**src/rtl/autosym_sweep_ctrl.sv**
```systemverilog
// Sweeps every x in [0, 2^N) through a shared evaluator and checks f(x) == f(x ^ alpha),
// counting the ones of f along the way and stopping at the first asymmetric x.
module autosym_sweep_ctrl #(
    parameter int unsigned N        = 11,
    parameter int unsigned EVAL_LAT = 0
) (
    input  logic         clk,
    input  logic         rst_n,
    input  logic         start,
    input  logic [N-1:0] alpha,
    output logic [N-1:0] eval_x,
    input  logic         eval_y,
    output logic         busy,
    output logic         done,
    output logic         sym_ok,
    output logic [N:0]   ones_cnt,
    output logic [N-1:0] fail_vec
);

    localparam int unsigned CW = N + 1;
    localparam int unsigned LW = 2;

    typedef enum logic [1:0] {IDLE, PH_A, PH_B, DONE} state_t;

    state_t          state_q,    state_d;
    logic [N-1:0]    alpha_q,    alpha_d;
    logic [N-1:0]    x_q,        x_d;
    logic [LW-1:0]   lat_q,      lat_d;
    logic            ya_q,       ya_d;
    logic [N-1:0]    eval_x_q,   eval_x_d;
    logic            busy_q,     busy_d;
    logic            done_q,     done_d;
    logic            sym_ok_q,   sym_ok_d;
    logic [CW-1:0]   ones_cnt_q, ones_cnt_d;
    logic [N-1:0]    fail_vec_q, fail_vec_d;

    logic            phase_end_c;
    logic            x_last_c;

    assign phase_end_c = (lat_q == LW'(EVAL_LAT));
    assign x_last_c    = &x_q;

    // Next-state and registered-output computation
    always_comb begin
        state_d    = state_q;
        alpha_d    = alpha_q;
        x_d        = x_q;
        lat_d      = lat_q;
        ya_d       = ya_q;
        eval_x_d   = eval_x_q;
        busy_d     = busy_q;
        done_d     = done_q;
        sym_ok_d   = sym_ok_q;
        ones_cnt_d = ones_cnt_q;
        fail_vec_d = fail_vec_q;

        unique case (state_q)
            IDLE, DONE: begin
                if (start) begin
                    state_d    = PH_A;
                    alpha_d    = alpha;
                    x_d        = '0;
                    lat_d      = '0;
                    eval_x_d   = '0;
                    busy_d     = 1'b1;
                    done_d     = 1'b0;
                    sym_ok_d   = 1'b1;
                    ones_cnt_d = '0;
                    fail_vec_d = '0;
                end
            end
            PH_A: begin
                if (phase_end_c) begin
                    ya_d     = eval_y;
                    lat_d    = '0;
                    state_d  = PH_B;
                    eval_x_d = x_q ^ alpha_q;
                    if (eval_y) begin
                        ones_cnt_d = ones_cnt_q + CW'(1);
                    end
                end else begin
                    lat_d = lat_q + LW'(1);
                end
            end
            PH_B: begin
                if (phase_end_c) begin
                    lat_d = '0;
                    if (eval_y != ya_q) begin
                        // Asymmetry found: abort with the offending x
                        state_d    = DONE;
                        busy_d     = 1'b0;
                        done_d     = 1'b1;
                        sym_ok_d   = 1'b0;
                        fail_vec_d = x_q;
                    end else if (x_last_c) begin
                        state_d = DONE;
                        busy_d  = 1'b0;
                        done_d  = 1'b1;
                    end else begin
                        state_d  = PH_A;
                        x_d      = x_q + N'(1);
                        eval_x_d = x_q + N'(1);
                    end
                end else begin
                    lat_d = lat_q + LW'(1);
                end
            end
            default: begin
                state_d = IDLE;
            end
        endcase
    end

    always_ff @(posedge clk) begin
        if (!rst_n) begin
            state_q    <= IDLE;
            alpha_q    <= '0;
            x_q        <= '0;
            lat_q      <= '0;
            ya_q       <= 1'b0;
            eval_x_q   <= '0;
            busy_q     <= 1'b0;
            done_q     <= 1'b0;
            sym_ok_q   <= 1'b0;
            ones_cnt_q <= '0;
            fail_vec_q <= '0;
        end else begin
            state_q    <= state_d;
            alpha_q    <= alpha_d;
            x_q        <= x_d;
            lat_q      <= lat_d;
            ya_q       <= ya_d;
            eval_x_q   <= eval_x_d;
            busy_q     <= busy_d;
            done_q     <= done_d;
            sym_ok_q   <= sym_ok_d;
            ones_cnt_q <= ones_cnt_d;
            fail_vec_q <= fail_vec_d;
        end
    end

    assign eval_x   = eval_x_q;
    assign busy     = busy_q;
    assign done     = done_q;
    assign sym_ok   = sym_ok_q;
    assign ones_cnt = ones_cnt_q;
    assign fail_vec = fail_vec_q;

endmodule

```
**config.mk**
```make
export PLATFORM = sky130hd
export DESIGN_NAME = autosym_sweep_ctrl
export DESIGN_NICKNAME = d
export VERILOG_FILES = /design/src/rtl/autosym_sweep_ctrl.sv
export SDC_FILE = /design/constraint.sdc
export NUM_CORES = 1
export LEC_CHECK = 0
export ABC_CLOCK_PERIOD_IN_PS = 3900
export BUFFER_PORTS_ARGS = -buffer_cell sky130_fd_sc_hd__buf_2
export CORE_ASPECT_RATIO = 1.25
export CORE_MARGIN = 4
export CORE_UTILIZATION = 45
export CTS_CLUSTER_SIZE = 24
export DETAILED_ROUTE_END_ITERATION = 10
export PLACE_DENSITY = 0.75
export SLEW_MARGIN = 0
export SYNTH_ARGS = -nofsm -noshare
export SYNTH_HDL_FRONTEND = slang
export SYNTH_SLANG_ARGS = --single-unit
```
**constraint.sdc**
```tcl
create_clock -name clk -period 3.9 [get_ports clk]
set_clock_uncertainty 0.15 [all_clocks]
set_input_delay 0.195 -clock clk [delete_from_list [all_inputs] [get_ports clk]]
set_output_delay 0.195 -clock clk [all_outputs]
set_load 0.005 [all_outputs]
```
# Yosys cells after proc, flatten, opt, wreduce, memory -nomap -nowiden
# Index checks and enable logic that the tools add are counted.
totals:
  latchBits: 0
  n_memories: 0
  reg_bits: 64
  mem_bits_rw: 0
  mem_bits_ro: 0
  output_inout_bits: 37
classes:
  eq_ne: 12
  muxes: 36
  mul: 0
  n_div: 0
  n_addsub: 3
  reduce_logical: 15
  bitwise: 1
  n_lt_le_gt_ge: 0
  shift: 0
op_table:
  columns: ["operator", "n"]
  rows:
  - ["two-way mux 11 bit", 7]
  - ["case mux 11 bit (2 select lines)", 2]
  - ["two-way mux 12 bit", 3]
  - ["case mux 11 bit (3 select lines)", 1]
  - ["case mux 12 bit (2 select lines)", 1]
  - ["two-way mux 2 bit", 7]
  - ["inequality test 2 bit (second input constant)", 7]
  - ["adder 12 x 1 -> 12 bit (second input constant)", 1]
  - ["AND reduction 4 bit", 3]
  - ["adder 11 x 1 -> 11 bit (second input constant)", 1]
  - ["AND reduction 11 bit", 1]
  - ["bitwise XOR 11 bit", 1]
  - ["two-way mux 1 bit", 10]
  - ["AND reduction 5 bit", 2]
  - ["case mux 1 bit (2 select lines)", 3]
  - ["case mux 2 bit (3 select lines)", 1]
  - ["equality test 2 bit (second input constant)", 2]
  - ["logical NOT 2 bit", 2]
  - ["case mux 2 bit (2 select lines)", 1]
  - ["AND reduction 2 bit", 2]
  - ["nonzero test 2 bit", 2]
  - ["OR reduction 2 bit", 2]
  - ["inequality test 3 bit (second input constant)", 1]
  - ["AND reduction 3 bit", 1]
  - ["other kinds (3)", 3]

# Longest topological paths before layout
# Gate-level depths: netlist of the first run.
depth:
  ltp_word: 5
  depth_mapped: 9
  ltp_nobuf: 7

# Least setup slack after synthesis of the first run
# Ideal clock, no wire load.
synth_timing:
  kind: "flip-flop to flip-flop"
  from: "register state_q[0]"
  to: "register x_q[7]"
  path_stages_with_launch: 9
  arrival_ns: 1.737
  setup_time_ns: 0.132
  synth_period_minus_slack_ns: 2.020
  slack_ns: 1.880
  path_cell_list: "dfxtp_1 > inv_1 > ha_1 > nor2b_4 > o32ai_2 > and2_4 > buf_6 > mux2i_1 > a21oi_1"
synth_via:
  elab_chain_cells: 4
  word_cells_on_any_way: 11
  classes_between: "eq/ne (6); mux (1); reduce/logical (4)"
synth_lines:
  columns: ["element", "line_no", "text"]
  rows:
  - ["start: declaration", "25", "state_t state_q, state_d;"]
  - ["start signal: assignment", "128", "state_q <= state_d;"]
  - ["equality test 2 bit or logical NOT 2 bit (tied branches)", "57", "unique case (state_q)"]
  - ["OR reduction 2 bit", "57", null]
  - ["inequality test 2 bit (no line) or nonzero test 2 bit (tied branches)", null, null]
  - ["AND reduction 5 bit (no line)", null, null]
  - ["end signal: assignment", "118", "x_q <= '0;"]
  - ["end signal: assignment", "130", "x_q <= x_d;"]
  - ["end: declaration", "27", "logic [N-1:0] x_q, x_d;"]
# Parallel ways exist; a longest one is shown, timed or not.
# A chain may end at the register's enable or synchronous reset.

# Worst setup path in the final report of the first run
layout_timing:
  from: "register state_q[0]"
  to: "register done_q (netlist: done)"
layout_via:
  elab_chain_cells: 4
  word_cells_on_any_way: 10
  classes_between: "eq/ne (5); mux (1); reduce/logical (4)"
layout_lines:
  columns: ["element", "line_no", "text"]
  rows:
  - ["equality test 2 bit or logical NOT 2 bit (tied branches)", "57", null]
  - ["OR reduction 2 bit", "57", null]
  - ["inequality test 2 bit (no line) or nonzero test 2 bit (tied branches)", null, null]
  - ["AND reduction 4 bit (no line)", null, null]
  - ["end signal: assignment", "135", "done_q <= done_d;"]
  - ["end: declaration", "32", "logic done_q, done_d;"]
# Parallel ways exist; a longest one is shown, timed or not.

==> impl_metrics.ini, run 1 <==
[detailed_routing]
avgRoutedWirePerCell_um = 14.0
via_count = 2755
routed_wirelength_um = 7260
drt_pass1_iterations = 4
ant_nets = 0
vias_per_cell = 5.32
drtIter0Drc = 139
drc_errors = 0

[sta]
setup_ws_ps = 1160
slew_viol_final = 0
setup_viol = 0
relSlewSlack_pct = 23.8
layout_worst_path_cycle_share_pct = 70.2
grt_setup_unrepaired = false
clock.fmax_ghz = 0.365
hold_violations = 0
worst_slew_pin_slew_ps = 1140
period_needed_ps = 2740
finalSetupTns_ps = 0

[cts]
clk_path_buf_depth = 2
cts_root_buf = clkbuf_8
numCtsBuffers = 9
holdBufCountCts = 11
htreeDepth = 3
clk-insertion-delay-late_ps = 340
cts_resized = 0
cts_tree = yes
cts_setup_buffers = 0
numClockSinks = 64
path_clk_slew_ps = 70

[layout]
area_growth_pct = 15.3
seqCellArea_sq_mm = 0.00128
fillers = 663
drive_gt1_share_pct = 19.9
multi_input_area_sq_mm = 0.00180
diodes = 0
fin_nets = 447

[grt]
use_met2_pct = 30.9
grt_use_total_pct = 17.4
grt_pass1_vias = 2632
grt_pass1_wl_um = 12100
grt_util_met3_pct = 4.32
gr-max-usage-layer = met2
antenna_found_initial = 0
grtUsageMet1_pct = 20.1
grt_max_degree = 40
gr-total-overflow = 0

[synthesis]
synthCells = 376
yosysMostFrequentCell = dfxtp_1
syn_area_per_cell_sq_um = 8.66
synth_edf_count = 0
ys_seq_area_share_pct = 39.3
synth_nets = 398
synth_largest_area_cell = dfxtp_1
synth_top_cell_area_share_pct = 39.3
async_reset_ff_share_pct = 0
netlist_area_sq_mm = 0.00326
synth_cell_type_count = 57
ys_ff_latch = 64
synth_common_cells = dfxtp_1 (64), nand2_1 (63), a21oi_1 (32), nor2_1 (24), xor2_1 (15)
synth_area_leaders = dfxtp_1 (39%), nand2_1 (7.3%), a21oi_1 (4.9%)
ys.flop_type = dfxtp_1
yosysWarnings = 0

[hold_path]
hold_path_class = in2reg

[critical_path]
regToRegSetupSlack_ps = 1160
critPathKind = reg2reg
cp_data_arrival_time_ps = 2850
rr_worst_depth = 7
start_kind = register
path_max_fanout = 18
cp-endpoint = done$_SDFFE_PN0P_
timing.rr.start = state_q[0]$_SDFFE_PN0P_
r2r_end = done$_SDFFE_PN0P_
crit_start = state_q[0]$_SDFFE_PN0P_
crit_required_ps = 4020
crit_path_end_kind = register

[place]
pre_cts_ws_ps = 1180
portBuffers = 51
dp_hpwl_um = 5030
place.gp.congestion = 0.834

[die]
core_area_sq_mm = 0.00702
start_util_pct = 46.4
num_io_pins = 52
die_x_um = 84.1
rows = 34
die_h_um = 103
dieArea_sq_mm = 0.00867

[power]
leakagePower_nw = 1.53
power_density_mw_per_mm2 = 384
ir_drop_mv = 0.224

[outcome]
status = complete, no violations

[flow_run]
maxCapViolations = 0
[stage by stage]
| stage | area [sq um] | utilization, % | hold slack (ps) | cells | power [mW] |
|---|---|---|---|---|---|
| 4_1_cts | 3750 | 53.5 | 75.8 | 518 | 1.46 |
| 5_1_grt | 3750 | 53.5 | 90.0 | 518 | 1.52 |
| 3_5_place_dp | 3490 | 49.7 | 292 | 493 | 0.976 |
| 2_1_floorplan | 3260 | - | 181 | 376 | 0.925 |
| 6_report | 3750 | 53.5 | 92.7 | 518 | 1.44 |
| 3_3_place_gp | 3490 | 49.7 | 289 | 493 | 0.969 |
[layout by cell type (no fill, tap or decap), types with 2 or more instances in the layout]
cell type | synthesis | final
dfxtp_1 | 64 | 64
nand2_1 | 63 | 63
buf_2 | 5 | 51
a21oi_1 | 32 | 32
nor2_1 | 24 | 24
xor2_1 | 15 | 15
mux2i_1 | 14 | 14
and2_1 | 13 | 13
or3_1 | 11 | 11
dlygate4sd3_1 | 0 | 11
o21ai_0 | 10 | 10
clkbuf_8 | 0 | 10
nand3_1 | 9 | 9
inv_1 | 8 | 8
nand2b_1 | 8 | 8
ha_1 | 7 | 7
nor3_1 | 6 | 6
xnor2_1 | 6 | 6
nand4_1 | 5 | 5
o221ai_2 | 5 | 5
a22oi_1 | 5 | 5
a32o_1 | 4 | 4
nand3_2 | 3 | 3
nand3b_1 | 3 | 3
o31ai_1 | 3 | 3
clkbuf_1 | 10 | 3
and4_4 | 2 | 2
nor3b_1 | 2 | 2
a221o_1 | 2 | 2
[routing by layer]
metal	wire [um]	vias up	part of all wire [%]
li1	-	1397	-
met1	3130	1277	43
met2	3610	70	50
met3	391	11	5.4
met4	132	0	1.8
met5	0	-	0
[final cells by class]
type                    instances  area share, %
clock buffers                  13           3.97
multi-input cells             279           48.1
clock inverters                 1          0.133
well taps                      90           3.00
repair buffers                 63           9.93
inverters                       8          0.800
flip-flops and latches         64           34.1
[critical path: stages, from the launching register on]
cell      delay (ps)
dfxtp_1          380
inv_1             60
ha_1             470
nand2b_1         260
o21ai_0          150
a21oi_2          740
o21bai_1         260
mux2i_1          190
[flip-flops by register name, summed over array words and instances (netlist names)]
name and cells:
eval_x 11, done 1, alpha_q 11, state_q 2, sym_ok 1, busy 1
ones_cnt 12, ya_q 1, x_q 11, fail_vec 11, lat_q 2
[how the worst min path moves through the flow]
stage | from | end | slack [ps] | cells past startpoint
6_report | start | lat_q[1]$_SDFFE_PN0P_ | 90 | 3
5_1_grt | start | lat_q[1]$_SDFFE_PN0P_ | 90 | 3
4_1_cts | start | lat_q[1]$_SDFFE_PN0P_ | 80 | 3
3_5_place_dp | alpha[8] | alpha_q[8]$_SDFFE_PN0P_ | 290 | 3
3_3_place_gp | alpha[9] | alpha_q[9]$_SDFFE_PN0P_ | 290 | 3
2_1_floorplan | alpha[10] | alpha_q[10]$_SDFFE_PN0P_ | 180 | 2
[report_power, final]
| part | total, mW | internal [mW] | switching [mW] | leakage, nW |
|---|---|---|---|---|
| registers | 0.693 | 0.677 | 0.0162 | 0.518 |
| logic | 0.275 | 0.103 | 0.172 | 0.933 |
| clock network | 0.475 | 0.241 | 0.235 | 0.0794 |
[kinds of logic after synthesis]
family	Yosys count	share of synthesized area [%]
simple gates	160	25.7
compound gates	76	16.7
flops	64	39.3
buf+inv	33	5.26
xor+xnor	21	5.65
mux	15	4.65
fa+ha+maj	7	2.69
No activity file was read; power rests on OpenSTA's default activity.
==> inputs of run 2 (changes only) <==
- ABC_CLOCK_PERIOD_IN_PS: 3900 -> 2500
- PLACE_DENSITY: 0.75 -> 0.77
- clock period: 3.9 -> 2.5 ns (I/O delays scaled with it)
==> run 2 against run 1 <==
Effect of this change: combinational power increased by 72%; setup slack got worse by 870 ps; sequential power increased by 56%; count of clock-buffer cells in the layout decreased by 1; worst hold slack got worse by 62 ps; critical path type unchanged; register-to-register slack got worse by 870 ps; design area increased by 2.9%.
==> impl_metrics.ini, run 2 (synthesis results as in run 1) <==
[grt]
grt_max_degree = 40
antenna_found_initial = 0
grt_use_total_pct = 18.0
grt_pass1_wl_um = 12500
grt_pass1_vias = 2629
gr-total-overflow = 0

[sta]
slew_viol_final = 0
layout_worst_path_cycle_share_pct = 88.4
grt_setup_unrepaired = false
period_needed_ps = 2210
worst_slew_pin_slew_ps = 597
setup_viol = 0
clock.fmax_ghz = 0.453
finalSetupTns_ps = 0
relSlewSlack_pct = 60.1
setup_ws_ps = 291
hold_violations = 0

[critical_path]
crit_family = simple AND/OR/NAND/NOR gates
crit_path_end_kind = register
start_kind = register
cp_num_buf_inv = 1
cp_data_arrival_time_ps = 2330
critPathKind = reg2reg
crit_required_ps = 2620
cp_cell_sequence = inv_1 > ha_1 > nor2b_4 > nor2_4 > nand3_2 > or3_1 > a21oi_1
rr_worst_depth = 7
critical-path-max-stage-delay_ps = 440
path_max_fanout = 17
path_depth = 7
crit_path_top_delay_cell = or3_1

[die]
dieArea_sq_mm = 0.00867
num_io_pins = 52
die_h_um = 103
die_x_um = 84.1
start_util_pct = 46.4
rows = 34
core_area_sq_mm = 0.00702

[cts]
numClockSinks = 64
cts_setup_buffers = 0
numCtsBuffers = 9
cts_resized = 0
htreeDepth = 3
path_clk_slew_ps = 70
clk-insertion-delay-late_ps = 340
cts_root_buf = clkbuf_8
cts_tree = yes
holdBufCountCts = 11
clk_path_buf_depth = 2

[detailed_routing]
wl_met2_um = 3610
drtIter0Drc = 159
ant_nets = 0
routed-wl-met3_um = 439
via_count = 2786
top_layer = met4
routed_wirelength_um = 7490
drc_errors = 0
vias_per_cell = 5.31
drt_pass1_iterations = 4
avgRoutedWirePerCell_um = 14.3
wl_met1_um = 3330

[place]
dp_hpwl_um = 5150
place.gp.congestion = 0.813
pre_cts_ws_ps = 309
place_area_sq_mm = 0.00355
portBuffers = 51

[layout]
fin_nets = 453
diodes = 0
largest_reg_flops = 12
final_common_cell = dfxtp_1
drive_gt1_share_pct = 21.8
final_area_sq_mm = 0.00386
area_growth_pct = 18.6
fillers = 652
final_cell_mix = dfxtp_1 (64), nand2_1 (63), buf_2 (51)

[hold_path]
hold_path_class = in2reg
worstHoldPathCells = 3

[power]
ir_drop_mv = 0.406
power_density_mw_per_mm2 = 640
leakagePower_nw = 1.59

[flow_run]
maxCapViolations = 0

[outcome]
status = complete, no violations
==> run 2: changes by cell type in the layout (fill, tap and decap cells not counted), sizes merged <==
| cell | before | now |
|---|---|---|
| buf | 52 | 58 |
| clkinv | 1 | 2 |
| bufinv | 0 | 1 |
| clkbuf | 13 | 12 |
==> run 2: stage by stage <==
step                      cells  total power [mW]  hold slack [ps]  util [%]
after floorplan             376              1.44              111         -
after global placement      499              1.55              216      50.6
after detailed placement    499              1.56              220      50.6
after CTS                   525              2.49             18.0      55.0
after global routing        525              2.59             44.1      55.0
final                       525              2.47             31.0      55.0
==> run 2: cell type report <==
cell class	instances	area (sq um)	area share, %
clock buffer	12	165	4.27
clock inverter	3	40.0	1.04
tap	90	113	2.91
multi-input combinational	279	1800	46.7
inverter	8	30.0	0.777
sequential	64	1280	33.2
timing repair buffer	69	430	11.1
==> run 2: path summary, 6_finish.rpt <==
check / from / to / slack, ps
hold reg to reg: eval_x[2]$_SDFFE_PN0P_ / eval_x[2]$_SDFFE_PN0P_ / 300
setup reg to reg: state_q[0]$_SDFFE_PN0P_ / eval_x[1]$_SDFFE_PN0P_ / 290
setup / recovery: state_q[0]$_SDFFE_PN0P_ / eval_x[1]$_SDFFE_PN0P_ / 290
hold / removal: start / lat_q[0]$_SDFFE_PN0P_ / 30
==> run 2: power breakdown <==
part           total (mW)  switching (mW)  internal (mW)
clock network       0.922           0.389          0.533
registers            1.08          0.0251           1.06
logic               0.472           0.279          0.193
==> run 2: layer usage <==
layer	vias up	GRT usage, %
li1	1410	-
met1	1297	21.8
met2	69	30.7
met3	10	4.56
met4	0	7.30
met5	-	0
==> run 2: worst register-to-register path, cell delays in order, from the launching register on <==
cell,delay [ps]
dfxtp_1,380
inv_1,60
ha_1,360
nor2b_4,170
nor2_4,160
nand3_2,290
or3_1,450
a21oi_1,130
